### config.mk
export PLATFORM = sky130hd
export DESIGN_NAME = pc_gen
export DESIGN_NICKNAME = d
export VERILOG_FILES = /design/src/rtl/pc_gen.sv
export SDC_FILE = /design/constraint.sdc
export NUM_CORES = 1
export LEC_CHECK = 0
export ABC_AREA = 1
export CAP_MARGIN = 10
export CORE_MARGIN = 2
export CORE_UTILIZATION = 39
export DETAILED_ROUTE_END_ITERATION = 7
export HOLD_SLACK_MARGIN = 0.03
export PLACE_DENSITY_LB_ADDON = 0.05
export SYNTH_ARGS = -nofsm -noshare
export SYNTH_HDL_FRONTEND = slang
export SYNTH_SLANG_ARGS = --single-unit
### constraint.sdc
create_clock -name clk -period 2.7 [get_ports clk]
set_clock_uncertainty 0.1 [all_clocks]
set_input_delay 0.54 -clock clk [delete_from_list [all_inputs] [get_ports clk]]
set_output_delay 0.54 -clock clk [all_outputs]
set_load 0.01 [all_outputs]
### src/rtl/pc_gen.sv
// rtl/pc_gen.sv - fetch-stage program counter and next-PC generator
module pc_gen #(
    parameter int              XLEN         = 32,
    parameter logic [XLEN-1:0] RESET_VECTOR = '0,
    parameter logic [XLEN-1:0] TRAP_VECTOR  = XLEN'(32'h0000_0100),
    parameter int              INSN_BYTES   = 4,
    parameter int              ALIGN_BITS   = 2
) (
    input  logic            clk,
    input  logic            rst,
    input  logic            stall,
    input  logic            halt,
    input  logic            resume,
    input  logic            branch_taken,
    input  logic [XLEN-1:0] branch_target,
    input  logic            jump,
    input  logic [XLEN-1:0] jump_target,
    input  logic            trap,
    input  logic            trap_ret,
    input  logic            fetch_ready,
    output logic [XLEN-1:0] pc_out,
    output logic [XLEN-1:0] pc_plus,
    output logic            fetch_valid,
    output logic [XLEN-1:0] epc_out,
    output logic            misaligned
);

    localparam logic [XLEN-1:0] ALIGN_MASK =
        (ALIGN_BITS == 0) ? '0 : XLEN'((64'd1 << ALIGN_BITS) - 64'd1);

    typedef enum logic [1:0] {
        BOOT   = 2'd0,
        RUN    = 2'd1,
        HALTED = 2'd2
    } state_t;

    state_t          r_state;
    logic [XLEN-1:0] r_pc;
    logic [XLEN-1:0] r_epc;
    logic            r_fetch_valid;
    logic            r_misaligned;

    logic            w_redirect;
    logic            w_soft_redirect;
    logic [XLEN-1:0] w_target;
    logic            w_target_bad;

    assign w_soft_redirect = trap_ret | jump | branch_taken;
    assign w_redirect      = trap | w_soft_redirect;

    always_comb begin
        w_target = branch_target;
        if (trap_ret) begin
            w_target = r_epc;
        end else if (jump) begin
            w_target = jump_target;
        end
        w_target_bad = |(w_target & ALIGN_MASK);
    end

    always_ff @(posedge clk or posedge rst) begin
        if (rst) begin
            r_state       <= BOOT;
            r_pc          <= RESET_VECTOR;
            r_epc         <= '0;
            r_fetch_valid <= 1'b0;
            r_misaligned  <= 1'b0;
        end else begin
            r_misaligned <= 1'b0;
            case (r_state)
                BOOT: begin
                    r_state       <= RUN;
                    r_fetch_valid <= 1'b1;
                end
                RUN: begin
                    if (trap) begin
                        r_pc  <= TRAP_VECTOR;
                        r_epc <= r_pc;
                    end else if (w_soft_redirect && w_target_bad) begin
                        // A bad target faults at the instruction that requested it
                        r_pc         <= TRAP_VECTOR;
                        r_epc        <= r_pc;
                        r_misaligned <= 1'b1;
                    end else if (w_soft_redirect) begin
                        r_pc <= w_target;
                    end else if (!stall && fetch_ready) begin
                        r_pc <= pc_plus;
                    end
                    if (halt && !w_redirect) begin
                        r_state       <= HALTED;
                        r_fetch_valid <= 1'b0;
                    end
                end
                HALTED: begin
                    if (trap) begin
                        r_pc          <= TRAP_VECTOR;
                        r_epc         <= r_pc;
                        r_state       <= RUN;
                        r_fetch_valid <= 1'b1;
                    end else if (resume) begin
                        r_state       <= RUN;
                        r_fetch_valid <= 1'b1;
                    end
                end
                default: begin
                    r_state       <= BOOT;
                    r_fetch_valid <= 1'b0;
                end
            endcase
        end
    end

    assign pc_out      = r_pc;
    assign pc_plus     = r_pc + XLEN'(INSN_BYTES);
    assign epc_out     = r_epc;
    assign fetch_valid = r_fetch_valid;
    assign misaligned  = r_misaligned;

endmodule
==> flow_results.xml <==
<?xml version="1.0" encoding="UTF-8"?>
<metrics>
  <group name="run_status">
    <metric name="run_status" unit="">complete, no violations</metric>
  </group>
  <group name="routing">
    <metric name="drt_pre_antenna_iters" unit="">5</metric>
    <metric name="post_route_drc" unit="">0</metric>
    <metric name="detail_route.wl_per_cell" unit="um">15.9</metric>
    <metric name="drt-initial-drc-count" unit="">338</metric>
    <metric name="routed-via-count" unit="">5446</metric>
    <metric name="drt-total-wl" unit="mm">16.7</metric>
    <metric name="viasPerCell" unit="">5.18</metric>
    <metric name="remaining_antenna_violation_count_after_routing" unit="">0</metric>
  </group>
  <group name="cts">
    <metric name="clkLatencyLatePin" unit="ns">0.34</metric>
    <metric name="cts.path.max_buffers" unit="">2</metric>
    <metric name="cts_inserted_buffers" unit="">9</metric>
    <metric name="clock_sinks" unit="">67</metric>
    <metric name="clock-root-buffer" unit="">sky130_fd_sc_hd__clkbuf_16</metric>
    <metric name="clock_tree_from_tritoncts" unit="">built</metric>
    <metric name="htreeDepth" unit="">3</metric>
    <metric name="worst_setup_hold_path_clk_slew" unit="ns">0.06</metric>
  </group>
  <group name="placed_design">
    <metric name="finalWeightedCongestion" unit="">0.878</metric>
    <metric name="io_buf_count" unit="">171</metric>
    <metric name="numPlacedInstances" unit="">1015</metric>
    <metric name="place_hpwl" unit="mm">12.4</metric>
  </group>
  <group name="critical_path">
    <metric name="r2r-start" unit="">fetch_valid$_DFFE_PP0P_</metric>
    <metric name="critPathMaxFanout" unit="">5</metric>
    <metric name="timing.critical_path.slowest_stage_cell" unit="">sky130_fd_sc_hd__dfrtp_1</metric>
    <metric name="cp_data_arrival_time" unit="ns">1.99</metric>
    <metric name="critPathRequiredTime" unit="ns">2.06</metric>
    <metric name="worst_setup_path_startpoint" unit="">pc_out[2]$_DFFE_PP0P_</metric>
    <metric name="crit_path_frequent_cell" unit="">sky130_fd_sc_hd__nand2_1</metric>
    <metric name="start_kind" unit="">register</metric>
    <metric name="timing.critical_path.max_delay_family" unit="">simple AND/OR/NAND/NOR gates</metric>
    <metric name="worst_path_largest_cell_delay" unit="ns">0.39</metric>
    <metric name="cp_num_buf_inv" unit="">2</metric>
    <metric name="critPathKind" unit="">register to output pin</metric>
    <metric name="end_kind" unit="">output pin</metric>
    <metric name="critical_path.cell_chain" unit="">ha_2 &gt; nand2_2 &gt; nor2_2 &gt; nand2_2 &gt; nor2_1 &gt; buf_4 &gt; nand2_1 &gt; nand2_1 &gt; nand2_1 &gt; dlygate4sd2_1</metric>
  </group>
  <group name="synthesis">
    <metric name="ys_seq_area_frac" unit="">0.375</metric>
    <metric name="synth.net_count" unit="">778</metric>
    <metric name="synth_seq_cells" unit="">67</metric>
    <metric name="synth.cell_area" unit="um2">4470</metric>
    <metric name="synth_top_area_cell" unit="">sky130_fd_sc_hd__dfrtp_1</metric>
    <metric name="yosys-top-cells-area" unit="">sky130_fd_sc_hd__dfrtp_1, sky130_fd_sc_hd__nand2_1, sky130_fd_sc_hd__o21ai_0</metric>
    <metric name="synthDistinctLibCells" unit="">28</metric>
    <metric name="synthArstFlopShare" unit="">1.00</metric>
    <metric name="synth_enable_flop_cells" unit="">0</metric>
    <metric name="synth_top_flop_cell" unit="">sky130_fd_sc_hd__dfrtp_1</metric>
    <metric name="synth_area_per_cell" unit="um2">6.39</metric>
    <metric name="post-synth-top-count-cell" unit="">sky130_fd_sc_hd__nand2_1</metric>
    <metric name="ys.warnings.count" unit="">0</metric>
    <metric name="synthCells" unit="">700</metric>
    <metric name="synth_top_cells_by_count" unit="">sky130_fd_sc_hd__nand2_1, sky130_fd_sc_hd__nor2_1, sky130_fd_sc_hd__dfrtp_1, sky130_fd_sc_hd__inv_1, sky130_fd_sc_hd__o21ai_0</metric>
    <metric name="synth.top_cell.area_share" unit="">0.375</metric>
  </group>
  <group name="power">
    <metric name="power.net_switching" unit="mW">2.04</metric>
    <metric name="cellLeakagePower" unit="nW">3.37</metric>
    <metric name="worst_ir_drop_vdd" unit="V">0.000389</metric>
    <metric name="internal-power" unit="mW">3.29</metric>
    <metric name="comb_power_share" unit="">0.469</metric>
    <metric name="power_switching_share" unit="">0.383</metric>
    <metric name="pwr-share-clk" unit="">0.220</metric>
    <metric name="powerDensity" unit="nW/um2">757</metric>
    <metric name="seq_power_share" unit="">0.311</metric>
  </group>
  <group name="finish">
    <metric name="finish.net_count" unit="">981</metric>
    <metric name="stdcell_count" unit="">1051</metric>
    <metric name="diodes" unit="">0</metric>
    <metric name="area_growth" unit="%">57.3</metric>
    <metric name="drive_above_1_share" unit="">0.120</metric>
  </group>
  <group name="die">
    <metric name="boundaryPins" unit="">172</metric>
    <metric name="die_width" unit="um">111</metric>
    <metric name="core_area" unit="um2">11300</metric>
    <metric name="std_cell_rows" unit="">39</metric>
    <metric name="floorplan.initialDensity" unit="">0.395</metric>
    <metric name="die_area" unit="um2">12300</metric>
    <metric name="die_height" unit="um">111</metric>
  </group>
  <group name="grt">
    <metric name="grt_antenna_before_repair" unit="">0</metric>
    <metric name="grt_pass1_vias" unit="">5358</metric>
    <metric name="overflow" unit="">0</metric>
    <metric name="maximum_number_of_pins_on_one_net_before_global_route_repair" unit="">35</metric>
    <metric name="grtUsageTotal" unit="">0.273</metric>
    <metric name="grt_first_pass_wirelength" unit="mm">27.3</metric>
  </group>
  <group name="sta">
    <metric name="timing.slew.headroom" unit="">0.652</metric>
    <metric name="final.min_clock_period" unit="ns">2.63</metric>
    <metric name="max_slew.worst_pin.slew" unit="ns">0.521</metric>
    <metric name="setup_violations" unit="">0</metric>
    <metric name="rsz0062_at_grt" unit="">yes</metric>
    <metric name="report.final.hold_viol_count" unit="">0</metric>
    <metric name="maxClockFrequency" unit="MHz">380</metric>
    <metric name="post-route-period-util" unit="">0.975</metric>
    <metric name="slew_viol_final" unit="">0</metric>
    <metric name="holdWs" unit="ns">0.406</metric>
  </group>
  <group name="job">
    <metric name="maxCapViolations" unit="">0</metric>
  </group>
  <group name="min_path">
    <metric name="hold_path_startpoint" unit="">epc_out[2]$_DFFE_PP0P_</metric>
    <metric name="min-delay-path-class" unit="">register to register</metric>
  </group>
</metrics>
[final cells by class]
class,count,area (um2)
clock buffer,14,254
clock inverter,2,35.0
fill,1091,4280
inverter,67,251
multi-input combinational,534,2490
sequential,67,1690
tap,143,179
timing repair buffer,224,2140
[per-stage QoR]
stage / utilization / TNS, ns / instance area (um2) / setup WS, ns / total power [mW]
6_report: 0.622 / 0 / 7040 / 0.0688 / 5.33
5_1_grt: 0.622 / -0.188 / 7040 / -0.0565 / 5.67
4_1_cts: 0.616 / -0.0628 / 6980 / -0.0331 / 5.34
3_5_place_dp: 0.574 / 0 / 6500 / 0.0452 / 4.10
3_3_place_gp: 0.574 / 0 / 6500 / 0.137 / 4.07
2_1_floorplan: - / 0 / 4470 / 0.377 / 2.71
[path summary, 6_finish.rpt]
| kind | to | slack (ns) | cells after the start |
|---|---|---|---|
| hold reg to reg | epc_out[2]$_DFFE_PP0P_ | 0.41 | 2 |
| max in group asynchronous | epc_out[1]$_DFFE_PP0P_ | 1.38 | 3 |
| setup reg to reg | pc_out[29]$_DFFE_PP0P_ | 0.55 | 11 |
| hold / removal | epc_out[2]$_DFFE_PP0P_ | 0.41 | 2 |
| setup / recovery | pc_plus[26] | 0.07 | 10 |
| min in group asynchronous | pc_out[14]$_DFFE_PP0P_ | 0.46 | 2 |
[state kept, by name, indices dropped and copies added (netlist names)]
register     cells
epc_out         32
pc_out          32
fetch_valid      1
misaligned       1
r_state          1
[worst min-delay path: cells and delay by family (launching register included)]
kind	cells	cell delay, ns
DFF	1	0.36
and+or+nand+nor	1	0.05
AOI/OAI and AO/OA	1	0.06
[placed cells by master, fill, tap and decap left out, drive strengths merged]
master,count
buf,53
or2,2
clkbuf,15
nand4,1
o22ai,7
a21boi,1
a21oi,26
dlygate4sd2,16
dfrtp,67
ha,4
and2,2
nor3,2
inv,67
dlymetal6s2s,6
o211ai,5
bufinv,1
nand3,65
o31ai,5
clkdlybuf4s15,1
xor2,4
a211oi,8
clkinv,1
clkdlybuf4s50,147
nand2,249
nor2,88
o21ai,65
[power groups by stage]
stage / registers, mW / clock network (mW) / logic, mW
6_report: 1.66 / 1.17 / 2.50
4_1_cts: 1.65 / 1.19 / 2.50
5_1_grt: 1.70 / 1.24 / 2.72
3_3_place_gp: 1.65 / 0 / 2.43
2_1_floorplan: 1.74 / 0 / 0.973
3_5_place_dp: 1.66 / 0 / 2.44
[layer usage]
layer | up-vias | global-route usage | share of wire | wire (um)
li1 | 2652 | - | - | -
met1 | 2562 | 0.365 | 0.44 | 7310
met2 | 210 | 0.455 | 0.48 | 8030
met3 | 22 | 0.0541 | 0.071 | 1180
met4 | 0 | 0.0716 | 0.013 | 215
met5 | - | 0 | 0 | 0
[kinds of logic after synthesis]
logic type	synth area share
buffers and inverters	0.0900
AND/OR/NAND/NOR	0.370
adder cells (fa/ha/maj)	0.0112
AO/OA/AOI/OAI	0.146
XOR/XNOR	0.00783
flip-flops	0.375
[repair_timing]
item | CTS | global route
hold buffers | 0 | 0
setup endpoints to repair | 24 | 16
pin swaps | 4 | 2
buffers inserted | 16 | 4
gates resized for setup | 52 | 19
(Power assumes the default switching activity.)
